### config.mk
export PLATFORM = sky130hd
export DESIGN_NAME = irq_priority_encoder
export DESIGN_NICKNAME = d
export VERILOG_FILES = /design/src/rtl/irq_priority_encoder.sv
export SDC_FILE = /design/constraint.sdc
export NUM_CORES = 1
export LEC_CHECK = 0
export ABC_AREA = 1
export CORE_MARGIN = 8
export CORE_UTILIZATION = 40
export CTS_BUF_LIST = sky130_fd_sc_hd__clkbuf_16
export DETAILED_ROUTE_END_ITERATION = 6
export GPL_TIMING_DRIVEN = 0
export PLACE_DENSITY = 0.69
export SLEW_MARGIN = 15
export SYNTH_ARGS = -nofsm -noshare
export SYNTH_HDL_FRONTEND = slang
export SYNTH_SLANG_ARGS = --single-unit
export TNS_END_PERCENT = 20
### constraint.sdc
create_clock -name clk -period 1.3 [get_ports clk]
set_input_delay 0.13 -clock clk [delete_from_list [all_inputs] [get_ports clk]]
set_output_delay 0.13 -clock clk [all_outputs]
set_load 0.03 [all_outputs]
### src/rtl/irq_priority_encoder.sv
// Eight-level priority interrupt encoder for an 8080 core: synchronizes active-low
// requests, raises INT for the highest accepted level and serves an RST n opcode on INTA.
module irq_priority_encoder #(
  parameter int SYNC_STAGES = 2
) (
  input  logic       clk,
  input  logic       reset,
  input  logic [7:0] req_n,
  input  logic       en_n,
  input  logic       inta_n,
  input  logic       eoi,
  output logic       int_n,
  output logic [2:0] code_n,
  output logic       gs_n,
  output logic       eo_n,
  output logic [7:0] rst_opcode,
  output logic       opcode_oe
);

  typedef enum logic [1:0] {
    ST_IDLE = 2'd0,
    ST_REQ  = 2'd1,
    ST_ACK  = 2'd2
  } state_t;

  state_t     r_state;
  state_t     w_state_next;
  logic [7:0] r_sync [SYNC_STAGES];
  logic [7:0] w_req;
  logic [7:0] w_accepted;
  logic [2:0] w_winner;
  logic       w_any;
  logic       w_take;
  logic       w_retire;
  logic [2:0] r_cap_level;
  logic [2:0] r_is_level;
  logic       r_is_valid;
  logic [2:0] r_code_n;
  logic       r_gs_n;
  logic       r_eo_n;
  logic       r_int_n;
  logic       r_opcode_oe;

  // NOTE: synchronizer flops reset to 1 (no request), so leaving reset never fakes an interrupt.
  always_ff @(posedge clk) begin
    if (reset) begin
      for (int i = 0; i < SYNC_STAGES; i++) r_sync[i] <= 8'hFF;
    end else begin
      r_sync[0] <= req_n;
      for (int i = 1; i < SYNC_STAGES; i++) r_sync[i] <= r_sync[i-1];
    end
  end

  assign w_req = ~r_sync[SYNC_STAGES-1];

  // NOTE: every always_comb output gets a default first, otherwise a latch is inferred.
  always_comb begin
    w_accepted = '0;
    for (int i = 0; i < 8; i++) begin
      if (w_req[i] && !en_n && (!r_is_valid || 3'(i) > r_is_level)) w_accepted[i] = 1'b1;
    end
  end

  // Ascending scan: the last hit, i.e. the highest level, wins.
  always_comb begin
    w_winner = 3'd0;
    for (int i = 0; i < 8; i++) begin
      if (w_accepted[i]) w_winner = 3'(i);
    end
  end

  assign w_any = |w_accepted;

  // NOTE: sequential state uses non-blocking assignments so all flops see pre-edge values.
  always_ff @(posedge clk) begin
    if (reset) begin
      r_code_n <= 3'b111;
      r_gs_n   <= 1'b1;
      r_eo_n   <= 1'b1;
    end else begin
      r_code_n <= w_any ? ~w_winner : 3'b111;
      r_gs_n   <= ~w_any;
      r_eo_n   <= ~(!en_n && (&r_sync[SYNC_STAGES-1]));
    end
  end

  always_comb begin
    w_state_next = r_state;
    case (r_state)
      ST_IDLE: if (w_any)   w_state_next = ST_REQ;
      ST_REQ:  if (!inta_n) w_state_next = ST_ACK;
      ST_ACK:  if (inta_n)  w_state_next = ST_IDLE;
      default:              w_state_next = ST_IDLE;
    endcase
  end

  assign w_take   = (r_state == ST_IDLE) && w_any;
  assign w_retire = (r_state == ST_ACK) && inta_n;

  // int_n and opcode_oe are registered from the next state so they never glitch on a
  // two-bit state change.
  always_ff @(posedge clk) begin
    if (reset) begin
      r_state     <= ST_IDLE;
      r_int_n     <= 1'b1;
      r_opcode_oe <= 1'b0;
    end else begin
      r_state     <= w_state_next;
      r_int_n     <= (w_state_next != ST_REQ);
      r_opcode_oe <= (w_state_next == ST_ACK);
    end
  end

  // Retirement wins over a coincident eoi: the new level is installed as valid.
  always_ff @(posedge clk) begin
    if (reset) begin
      r_cap_level <= 3'd7;
      r_is_level  <= 3'd0;
      r_is_valid  <= 1'b0;
    end else begin
      if (w_take) r_cap_level <= w_winner;
      if (w_retire) begin
        r_is_level <= r_cap_level;
        r_is_valid <= 1'b1;
      end else if (eoi) begin
        r_is_valid <= 1'b0;
      end
    end
  end

  assign int_n      = r_int_n;
  assign opcode_oe  = r_opcode_oe;
  assign code_n     = r_code_n;
  assign gs_n       = r_gs_n;
  assign eo_n       = r_eo_n;
  assign rst_opcode = {2'b11, r_cap_level, 3'b111};

endmodule

==> flow_metrics.env, run 1 <==
export IMPL_grt_max_degree=11
export IMPL_crit_top_cell="nand2_2"
export IMPL_yosys_warnings=0
export IMPL_cts_buffers=5
export IMPL_fmax_mhz=775.8
export IMPL_drive_gt1_share_pct=31.25
export IMPL_crit_path_start_kind="flop"
export IMPL_setup_ws_ns=0.01105
export IMPL_period_share_pct=99.15
export IMPL_p_total_mw=2.440
export IMPL_postRouteAntennaNets=0
export IMPL_io_pins=28
export IMPL_syn_avg_cell_area_sq_um=8.554
export IMPL_ys_seq_area_share_pct=53.11
export IMPL_critical_path_arrival_ns=1.45
export IMPL_ys_ff_latch=32
export IMPL_vias_per_cell=4.589
export IMPL_cp_top_family="simple AND/OR/NAND/NOR gates"
export IMPL_route_detailed_wl_per_inst_um=11.01
export IMPL_setup_violations=0
export IMPL_skew_ns=0.004159
export IMPL_grt_setup_unrepaired="yes"
export IMPL_htree_levels=2
export IMPL_numPortBuffers=21
export IMPL_critPathKind="reg -> reg"
export IMPL_fin_area_sq_um=1663
export IMPL_hold_buffers=0
export IMPL_syn_instance_count=141
export IMPL_endpoint_kind="flop"
export IMPL_finalWorstPathRequiredPeriod_ns=1.289
export IMPL_dp_hpwl_um=1718
export IMPL_die_x_um=70.91
export IMPL_finalCoreUtilization_pct=56.31
export IMPL_p_leak_nw=0.7192
export IMPL_via_count=959
export IMPL_r2r_slack_ns=0.01
export IMPL_critPathBufInv=1
export IMPL_dr_pass1_iters=4
export IMPL_placed_area_sq_um=1473
export IMPL_min_path_type="in -> reg"
export IMPL_synth_area_sq_um=1206
export IMPL_cellPowerDensity_nw_per_um2=1467
export IMPL_worstPathRequired_ns=1.46
export IMPL_grt_overflow=0
export IMPL_clk_pin_slew_ns=0.05
export IMPL_layout_cells_non_filler=209
export IMPL_clock_latency_ns=0.27
export IMPL_peakVddDrop_uv=805.5
export IMPL_grt_first_pass_wirelength_um=3843
export IMPL_drc=0
export IMPL_clock_path_buffers=2
export IMPL_root_buffer="clkbuf_16"
export IMPL_crit_fanout=6
export IMPL_crit_slowest_cell="dfxtp_4"
export IMPL_drtIter0Drc=13
export IMPL_core_sq_um=2953
export IMPL_maxCapViolCount=0
export IMPL_grt_usage_pct=9.974
export IMPL_pre_cts_slack_ns=-0.2180
export IMPL_status="completed"
export IMPL_slew_violations=0
export IMPL_crit_chain="nand2_2 -> o21ai_2 -> nand2_2 -> nor2_2 -> nand2_2 -> nand2_4 -> inv_2 -> nand2_2 -> nand3_2"
export IMPL_cts_tree="built"
export IMPL_antenna_cells=0
export IMPL_area_growth_pct=37.86
export IMPL_rows=20
export IMPL_placed_cells=199
export IMPL_die_height_um=70.91
export IMPL_clock_sinks=32
export IMPL_antenna_found_initial=0
export IMPL_final_hold_viol_count=0
export IMPL_grt_pass1_vias=907
export IMPL_final_nets=189
export IMPL_slowest_delay_ns=0.38
export IMPL_totalWireLength_um=2301
export IMPL_die_area_sq_um=5028
export IMPL_initial_utilization_pct=40.85
export IMPL_gp_congestion=0.8842
export IMPL_ys_types=24
## layer usage
| metal | track usage (%) | up-vias | part of all wire (%) |
|---|---|---|---|
| met5 | 0 | - | 0 |
| met4 | 6.928 | 0 | 2.3 |
| met3 | 5.932 | 6 | 8.3 |
| met2 | 14.52 | 32 | 46 |
| met1 | 10.53 | 418 | 43 |
| li1 | - | 503 | - |
## cells in the mapped netlist
library cell | count | area (sq um)
nand2_4 | 1 | 11.26
nor2_2 | 1 | 6.260
or2_2 | 17 | 106.4
o21ai_2 | 1 | 8.760
o21ai_0 | 6 | 30.03
conb_1 | 1 | 3.750
a21oi_1 | 5 | 25.02
inv_1 | 12 | 45.04
nand4_1 | 3 | 18.77
o21ai_1 | 1 | 5.000
buf_2 | 1 | 5.000
inv_2 | 1 | 3.750
a211oi_1 | 2 | 15.01
nand2_1 | 21 | 78.83
clkbuf_1 | 1 | 3.750
nor2_1 | 12 | 45.04
or4_1 | 1 | 7.510
dfxtp_1 | 32 | 640.6
nand2_2 | 5 | 31.28
clkbuf_8 | 1 | 13.76
a21oi_2 | 1 | 8.760
nand3_1 | 9 | 45.04
buf_4 | 5 | 37.54
nand3_2 | 1 | 10.01
## what timing repair did
| item | 4_1_cts | 5_1_grt |
|---|---|---|
| cloned | 0 | 0 |
| pin swaps | 1 | 8 |
| hold endpoints to repair | 0 | 0 |
| setup buffers | 0 | 3 |
| gates resized for setup | 16 | 12 |
| endpoints found under the setup margin | 15 | 9 |
## power by group
part,switching (mW),leakage (nW),internal [mW]
clock network,0.369,0.0709,0.684
logic,0.188,0.381,0.132
registers,0.0298,0.267,1.04
total,0.587,0.719,1.85
## stage by stage
step / setup TNS [ns] / hold slack, ns
floorplan: 0 / 0.2085
global placement: -0.3090 / 0.3902
detailed placement: -0.4611 / 0.3936
CTS: 0 / 0.1134
global route: -0.2567 / 0.1424
finish: 0 / 0.1178
## placed cells by master, fill, tap and decap left out, types with 2 or more instances in the layout
| master | netlist | routed |
|---|---|---|
| dfxtp_1 | 32 | 28 |
| nand2_1 | 21 | 19 |
| or2_2 | 17 | 17 |
| inv_1 | 12 | 11 |
| clkdlybuf4s50_1 | 0 | 11 |
| nor2_1 | 12 | 10 |
| dlygate4sd2_1 | 0 | 10 |
| nand3_1 | 9 | 9 |
| buf_4 | 5 | 8 |
| nand2_2 | 5 | 6 |
| a21oi_1 | 5 | 5 |
| o21ai_0 | 6 | 5 |
| conb_1 | 1 | 5 |
| clkbuf_16 | 0 | 5 |
| inv_2 | 1 | 3 |
| nor2_2 | 1 | 3 |
| nand4_1 | 3 | 3 |
| dfxtp_4 | 0 | 3 |
| nand2_4 | 1 | 2 |
| a211oi_1 | 2 | 2 |
## registers in the layout, summed over array words and instances (netlist names), 2 cells and up
name / count
r_cap_level: 3
code_n: 3
r_is_level: 3
r_state: 2
r_sync: 16
## cell families (layout without fill, tap and decap cells)
| logic type | count (synthesis) | count (layout) | synth area share, % |
|---|---|---|---|
| AOI/OAI and AO/OA | 16 | 16 | 7.676 |
| buffers and inverters | 21 | 52 | 9.024 |
| DFF | 32 | 32 | 53.11 |
| other | 1 | 5 | 0.3109 |
| and+or+nand+nor | 71 | 71 | 29.88 |
## final cells by class
type,instances,area (sq um)
fillers,260,1290
clock inverters,2,8.758
plain buffers,8,60.06
repair buffers,24,220.2
multi-input cells,92,505.5
inverters,13,48.80
flip-flops and latches,32,653.1
clock buffers,5,125.1
well taps,33,41.29
## worst paths after layout
| kind | to | depth (start not counted) | startpoint |
|---|---|---|---|
| hold / removal | eo_n$_SDFF_PP1_ | 2 | en_n |
| setup / recovery | r_cap_level[1]$_SDFFE_PP1P_ | 9 | r_is_valid$_SDFFE_PP0P_ |
| setup reg to reg | r_cap_level[1]$_SDFFE_PP1P_ | 9 | r_is_valid$_SDFFE_PP0P_ |
| hold reg to reg | r_sync[0][15]$_SDFF_PP1_ | 1 | r_sync[0][7]$_SDFF_PP1_ |
No activity file was read; power rests on OpenSTA's default activity.
==> run 2, diff against run 1 <==
--- a/config.mk
+++ b/config.mk
@@ -10,8 +10,8 @@
 export CORE_UTILIZATION = 40
 export CTS_BUF_LIST = sky130_fd_sc_hd__clkbuf_16
 export DETAILED_ROUTE_END_ITERATION = 6
+export DONT_BUFFER_PORTS = 1
 export GPL_TIMING_DRIVEN = 0
-export PLACE_DENSITY = 0.69
 export SLEW_MARGIN = 15
 export SYNTH_ARGS = -nofsm -noshare
 export SYNTH_HDL_FRONTEND = slang
==> run 2 against run 1 <==
Clock power is 21% higher. Sequential share of layout area is 2.1 points higher. Global-route usage is 0.28 points lower. Fmax is 0.44% higher. Sequential power is 6% higher. First-iteration DRC count is 46% higher. Critical endpoint unchanged. Highest routed layer unchanged.
==> flow_metrics.env, run 2 (synthesized netlist as in run 1, its figures left out) <==
export IMPL_status="completed"
export IMPL_rows=20
export IMPL_htree_levels=2
export IMPL_area_growth_pct=29.77
export IMPL_worstPathRequired_ns=1.45
export IMPL_critPathBufInv=1
export IMPL_placed_cells=178
export IMPL_crit_chain="nand2_2 -> o21ai_4 -> nand2_2 -> nor2_2 -> nand2_2 -> nand2_4 -> inv_2 -> nand2_2 -> nand3_2"
export IMPL_path_depth=9
export IMPL_via_count=907
export IMPL_clk_pin_slew_ns=0.05
export IMPL_min_path_type="in -> reg"
export IMPL_crit_start="r_is_valid$_SDFFE_PP0P_"
export IMPL_grt_overflow=0
export IMPL_dp_hpwl_um=1653
export IMPL_antenna_found_initial=0
export IMPL_r2r_slack_ns=0.02
export IMPL_largest_reg_flops=16
export IMPL_route_detailed_wl_per_inst_um=11.53
export IMPL_dr_pass1_iters=3
export IMPL_vias_per_cell=4.628
export IMPL_largest_register="r_sync"
export IMPL_fmax_mhz=779.3
export IMPL_final_common_cell="dfxtp_1"
export IMPL_r2r_start="r_is_valid$_SDFFE_PP0P_"
export IMPL_top_usage_layer="met2"
export IMPL_antenna_cells=0
export IMPL_setup_tns_final_ns=0
export IMPL_drive_gt1_share_pct=30.67
export IMPL_final_hold_viol_count=0
export IMPL_layout_cells_non_filler=196
export IMPL_critPathKind="reg -> reg"
export IMPL_gp_congestion=0.8754
export IMPL_totalWireLength_um=2259
export IMPL_cp_top_family="simple AND/OR/NAND/NOR gates"
export IMPL_initial_utilization_pct=40.85
export IMPL_maxCapViolCount=0
export IMPL_cts_tree="built"
export IMPL_endpoint_kind="flop"
export IMPL_r2r_end="r_cap_level[1]$_SDFFE_PP1P_"
export IMPL_met3_usage_pct=6.356
export IMPL_endpoint="r_cap_level[1]$_SDFFE_PP1P_"
export IMPL_io_pins=28
export IMPL_drtIter0Drc=19
export IMPL_postCtsSetupRepairBufs=0
export IMPL_drc=0
export IMPL_grt_pass1_vias=877
export IMPL_die_height_um=70.91
export IMPL_period_share_pct=98.71
export IMPL_cts_buffers=5
export IMPL_clock_path_buffers=2
export IMPL_numPortBuffers=0
export IMPL_finalWorstPathRequiredPeriod_ns=1.283
export IMPL_grt_setup_unrepaired="yes"
export IMPL_grt_usage_pct=9.693
export IMPL_skew_ns=0.004097
export IMPL_slowest_delay_ns=0.38
export IMPL_grt_met1_usage_pct=9.818
export IMPL_crit_path_start_kind="flop"
export IMPL_root_buffer="clkbuf_16"
export IMPL_grtUsageMet2_pct=15.04
export IMPL_die_area_sq_um=5028
export IMPL_p_total_mw=2.611
export IMPL_final_nets=175
export IMPL_core_sq_um=2953
export IMPL_p_leak_nw=0.6842
export IMPL_reg2reg_depth=9
export IMPL_hold_start="eoi"
export IMPL_final_cell_mix="dfxtp_1 (28), nand2_1 (20), or2_2 (17)"
export IMPL_peakVddDrop_uv=991.4
export IMPL_slew_violations=0
export IMPL_clock_sinks=32
export IMPL_grt_max_degree=11
export IMPL_grt_first_pass_wirelength_um=3767
export IMPL_crit_slowest_cell="dfxtp_4"
export IMPL_postRouteAntennaNets=0
export IMPL_cellPowerDensity_nw_per_um2=1668
export IMPL_crit_fanout=6
export IMPL_setup_ws_ns=0.01674
export IMPL_die_x_um=70.91
export IMPL_critical_path_arrival_ns=1.44
export IMPL_crit_top_cell="nand2_2"
export IMPL_pre_cts_slack_ns=-0.09317
export IMPL_setup_violations=0
export IMPL_clock_latency_ns=0.27
run 2: changes by cell type in the layout (fill, tap and decap cells not counted), sizes merged:
cell,before,now
clkdlybuf4s50,11,0
dlygate4sd2,10,0
dlygate4sd3,0,10
buf,9,6
bufinv,0,1
run 2: worst min path at each step:
| stage | endpoint | slack, ns | cells past startpoint |
|---|---|---|---|
| 2_1_floorplan | opcode_oe$_SDFF_PP0_ | 0.21 | 1 |
| 3_3_place_gp | r_state[1]$_SDFF_PP0_ | 0.21 | 1 |
| 3_5_place_dp | r_state[1]$_SDFF_PP0_ | 0.21 | 1 |
| 4_1_cts | r_is_valid$_SDFFE_PP0P_ | 0.03 | 2 |
| 5_1_grt | r_is_valid$_SDFFE_PP0P_ | 0.04 | 2 |
| 6_report | r_is_valid$_SDFFE_PP0P_ | 0.03 | 2 |
run 2: cell type report:
| cell class | instances | area, sq um |
|---|---|---|
| Buffer | 8 | 60.06 |
| Multi-Input combinational cell | 92 | 503.0 |
| Inverter | 13 | 48.80 |
| Sequential cell | 32 | 648.1 |
| Timing Repair Buffer | 10 | 100.1 |
| Clock buffer | 5 | 125.1 |
| Tap cell | 33 | 41.29 |
| Clock inverter | 3 | 38.79 |
| Fill cell | 274 | 1388 |
run 2: power breakdown:
| group | leakage (nW) | switching (mW) | total (mW) | internal, mW |
|---|---|---|---|---|
| clock network | 0.0850 | 0.381 | 1.27 | 0.890 |
| logic | 0.333 | 0.117 | 0.210 | 0.0935 |
| registers | 0.266 | 0.0882 | 1.13 | 1.04 |
run 2: routing by layer:
layer  wire length (um)  up-vias
li1                   -      479
met1               1005      400
met2               1011       21
met3                198        7
met4                 44        0
met5                  0        -
run 2: what timing repair did:
action,4_1_cts,5_1_grt
setup endpoints to repair,5,8
resized for setup,6,7
cloned,0,0
endpoints found under the hold margin,11,0
pin swaps,1,5
hold buffers,10,0
run 2: worst reg2reg max path, stage by stage (launching register included):
cell and delay, ns:
dfxtp_4 0.38, nand2_2 0.09, o21ai_4 0.18, nand2_2 0.09, nor2_2 0.12, nand2_2 0.07
nand2_4 0.09, inv_2 0.05, nand2_2 0.06, nand3_2 0.05
run 2: through the flow:
step / hold WS, ns / utilization, % / area, sq um
final: 0.03014 / 53.01 / 1565
after global routing: 0.03900 / 53.01 / 1565
after CTS: 0.02840 / 52.29 / 1544
after detailed placement: 0.2118 / 42.75 / 1262
after global placement: 0.2105 / 42.75 / 1262
after floorplan: 0.2085 / - / 1221
==> run 3, diff against run 2 <==
--- a/config.mk
+++ b/config.mk
@@ -6,6 +6,8 @@
 export NUM_CORES = 1
 export LEC_CHECK = 0
 export ABC_AREA = 1
+export ABC_CLOCK_PERIOD_IN_PS = 1300
+export CORE_ASPECT_RATIO = 1.25
 export CORE_MARGIN = 8
 export CORE_UTILIZATION = 40
 export CTS_BUF_LIST = sky130_fd_sc_hd__clkbuf_16
==> run 3 against run 2 <==
Global-route usage grew 0.34 points. First-iteration DRC count increased by 95%. Clock power down 17%. Sequential power hardly changed. Fmax up 1.6%. Hold slack improved by 0.0028 ns. Via count increased by 2.4%. Count of clock-buffer cells in the layout unchanged. Die area up 0.23%. Sequential cell count stayed put. Register-to-register slack better by 0.02 ns. Critical path type unchanged. Critical endpoint unchanged. Largest power group is now registers.
==> flow_metrics.env, run 3 (synthesized netlist as in run 1, its figures left out) <==
export IMPL_final_cell_mix="dfxtp_1 (28), nand2_1 (20), or2_2 (17)"
export IMPL_nFillCells=285
export IMPL_critical_path_arrival_ns=1.42
export IMPL_area_growth_pct=28.63
export IMPL_die_height_um=77.40
export IMPL_worstPathRequired_ns=1.45
export IMPL_crit_path_start_kind="flop"
export IMPL_largest_register="r_sync"
export IMPL_peakVddDrop_uv=1153
export IMPL_io_pins=28
export IMPL_rows=22
export IMPL_antenna_found_initial=0
export IMPL_cts_buffers=5
export IMPL_drc=0
export IMPL_grt_max_degree=11
export IMPL_grt_pass1_vias=927
export IMPL_maxCapViolCount=0
export IMPL_clock_sinks=32
export IMPL_status="completed"
export IMPL_fin_area_sq_um=1551
export IMPL_endpoint_kind="flop"
export IMPL_final_common_cell="dfxtp_1"
export IMPL_pwr_share_seq_pct=47.3
export IMPL_critPathKind="reg -> reg"
export IMPL_pwr_share_clk_pct=43.8
export IMPL_core_sq_um=2918
export IMPL_vias_per_cell=4.645
export IMPL_r2r_slack_ns=0.04
export IMPL_finalCoreUtilization_pct=53.17
export IMPL_slew_violations=0
export IMPL_largest_reg_flops=16
export IMPL_p_comb_share_pct=9.0
export IMPL_die_area_sq_um=5040
export IMPL_p_sw_share_pct=23.91
export IMPL_setup_violations=0
export IMPL_postRouteAntennaNets=0
export IMPL_grt_usage_pct=10.03
export IMPL_grt_overflow=0
export IMPL_fmax_mhz=791.5
export IMPL_antenna_cells=0
export IMPL_p_leak_nw=0.6792
export IMPL_grt_first_pass_wirelength_um=3926
export IMPL_gp_congestion=0.8076
export IMPL_cts_tree="built"
export IMPL_clock_latency_ns=0.27
export IMPL_period_share_pct=97.18
export IMPL_grt_setup_unrepaired="yes"
export IMPL_cellPowerDensity_nw_per_um2=1542
export IMPL_htree_levels=2
export IMPL_final_nets=176
export IMPL_crit_fanout=6
export IMPL_dr_pass1_iters=4
export IMPL_totalWireLength_um=2344
export IMPL_via_count=929
export IMPL_min_path_type="in -> reg"
export IMPL_clk_pin_slew_ns=0.05
export IMPL_p_sw_mw=0.5718
export IMPL_placed_area_sq_um=1266
export IMPL_p_int_mw=1.820
export IMPL_die_x_um=65.12
export IMPL_drive_gt1_share_pct=30.49
export IMPL_dp_hpwl_um=1683
export IMPL_root_buffer="clkbuf_16"
export IMPL_clock_path_buffers=2
export IMPL_skew_ns=0.002722
export IMPL_route_detailed_wl_per_inst_um=11.72
export IMPL_drtIter0Drc=37
export IMPL_initial_utilization_pct=41.34
export IMPL_final_hold_viol_count=0
export IMPL_numPortBuffers=0
export IMPL_finalWorstPathRequiredPeriod_ns=1.263
run 3: worst max-delay path, cell delays in order (launching register included):
cell and delay [ns]:
dfxtp_4 0.38, nand2_2 0.08, o21ai_2 0.19, nand2_2 0.10
nor2_4 0.09, nand2_2 0.07, nand2_4 0.09, inv_2 0.04
nand2_2 0.05, nand3_2 0.05
run 3: final cells by class:
class / instances / area, sq um / area share (%)
Clock inverter: 3 / 11.26 / 0.7258
Tap cell: 36 / 45.04 / 2.903
Multi-Input combinational cell: 92 / 503.0 / 32.42
Inverter: 13 / 48.80 / 3.145
Buffer: 8 / 60.06 / 3.871
Clock buffer: 5 / 125.1 / 8.065
Sequential cell: 32 / 650.6 / 41.94
Timing Repair Buffer: 11 / 107.6 / 6.935
run 3: path summary, 6_finish.rpt:
kind / cells past startpoint / endpoint / startpoint
setup / recovery: 9 / r_cap_level[1]$_SDFFE_PP1P_ / r_is_valid$_SDFFE_PP0P_
hold / removal: 2 / r_is_valid$_SDFFE_PP0P_ / eoi
setup reg to reg: 9 / r_cap_level[1]$_SDFFE_PP1P_ / r_is_valid$_SDFFE_PP0P_
hold reg to reg: 1 / r_sync[0][14]$_SDFF_PP1_ / r_sync[0][6]$_SDFF_PP1_
run 3: routing by layer:
layer / share of wire, % / track usage (%) / up-vias / routed length, um
met4: 3.5 / 7.440 / 0 / 82
met1: 37 / 9.168 / 413 / 875
li1: - / - / 480 / -
met3: 8.9 / 5.460 / 10 / 209
met2: 50 / 16.35 / 26 / 1175
met5: 0 / 0 / - / 0
run 3: power by group through the flow:
stage / Sequential (mW) / Clock (mW) / Combinational [mW]
floorplan: 1.14 / 0 / 0.158
global placement: 1.15 / 0 / 0.177
detailed placement: 1.15 / 0 / 0.182
CTS: 1.13 / 1.07 / 0.210
global route: 1.13 / 1.11 / 0.242
finish: 1.13 / 1.05 / 0.215
run 3: timing repair:
action	4_1_cts	5_1_grt
pin swaps	1	2
endpoints found under the hold margin	11	0
hold buffers	10	0
setup buffers	0	1
setup endpoints to repair	4	8
gates resized for setup	5	9
run 3: per-stage QoR:
step | TNS, ns | setup slack (ns) | power [mW] | instances | hold slack [ns]
finish | 0 | 0.03660 | 2.392 | 200 | 0.03289
global route | -0.1060 | -0.06369 | 2.487 | 200 | 0.04808
CTS | 0 | 0.005264 | 2.416 | 199 | 0.03312
detailed placement | -0.1399 | -0.08089 | 1.333 | 181 | 0.2127
global placement | -0.1198 | -0.06512 | 1.327 | 181 | 0.2116
floorplan | 0 | 0.05884 | 1.297 | 145 | 0.2085
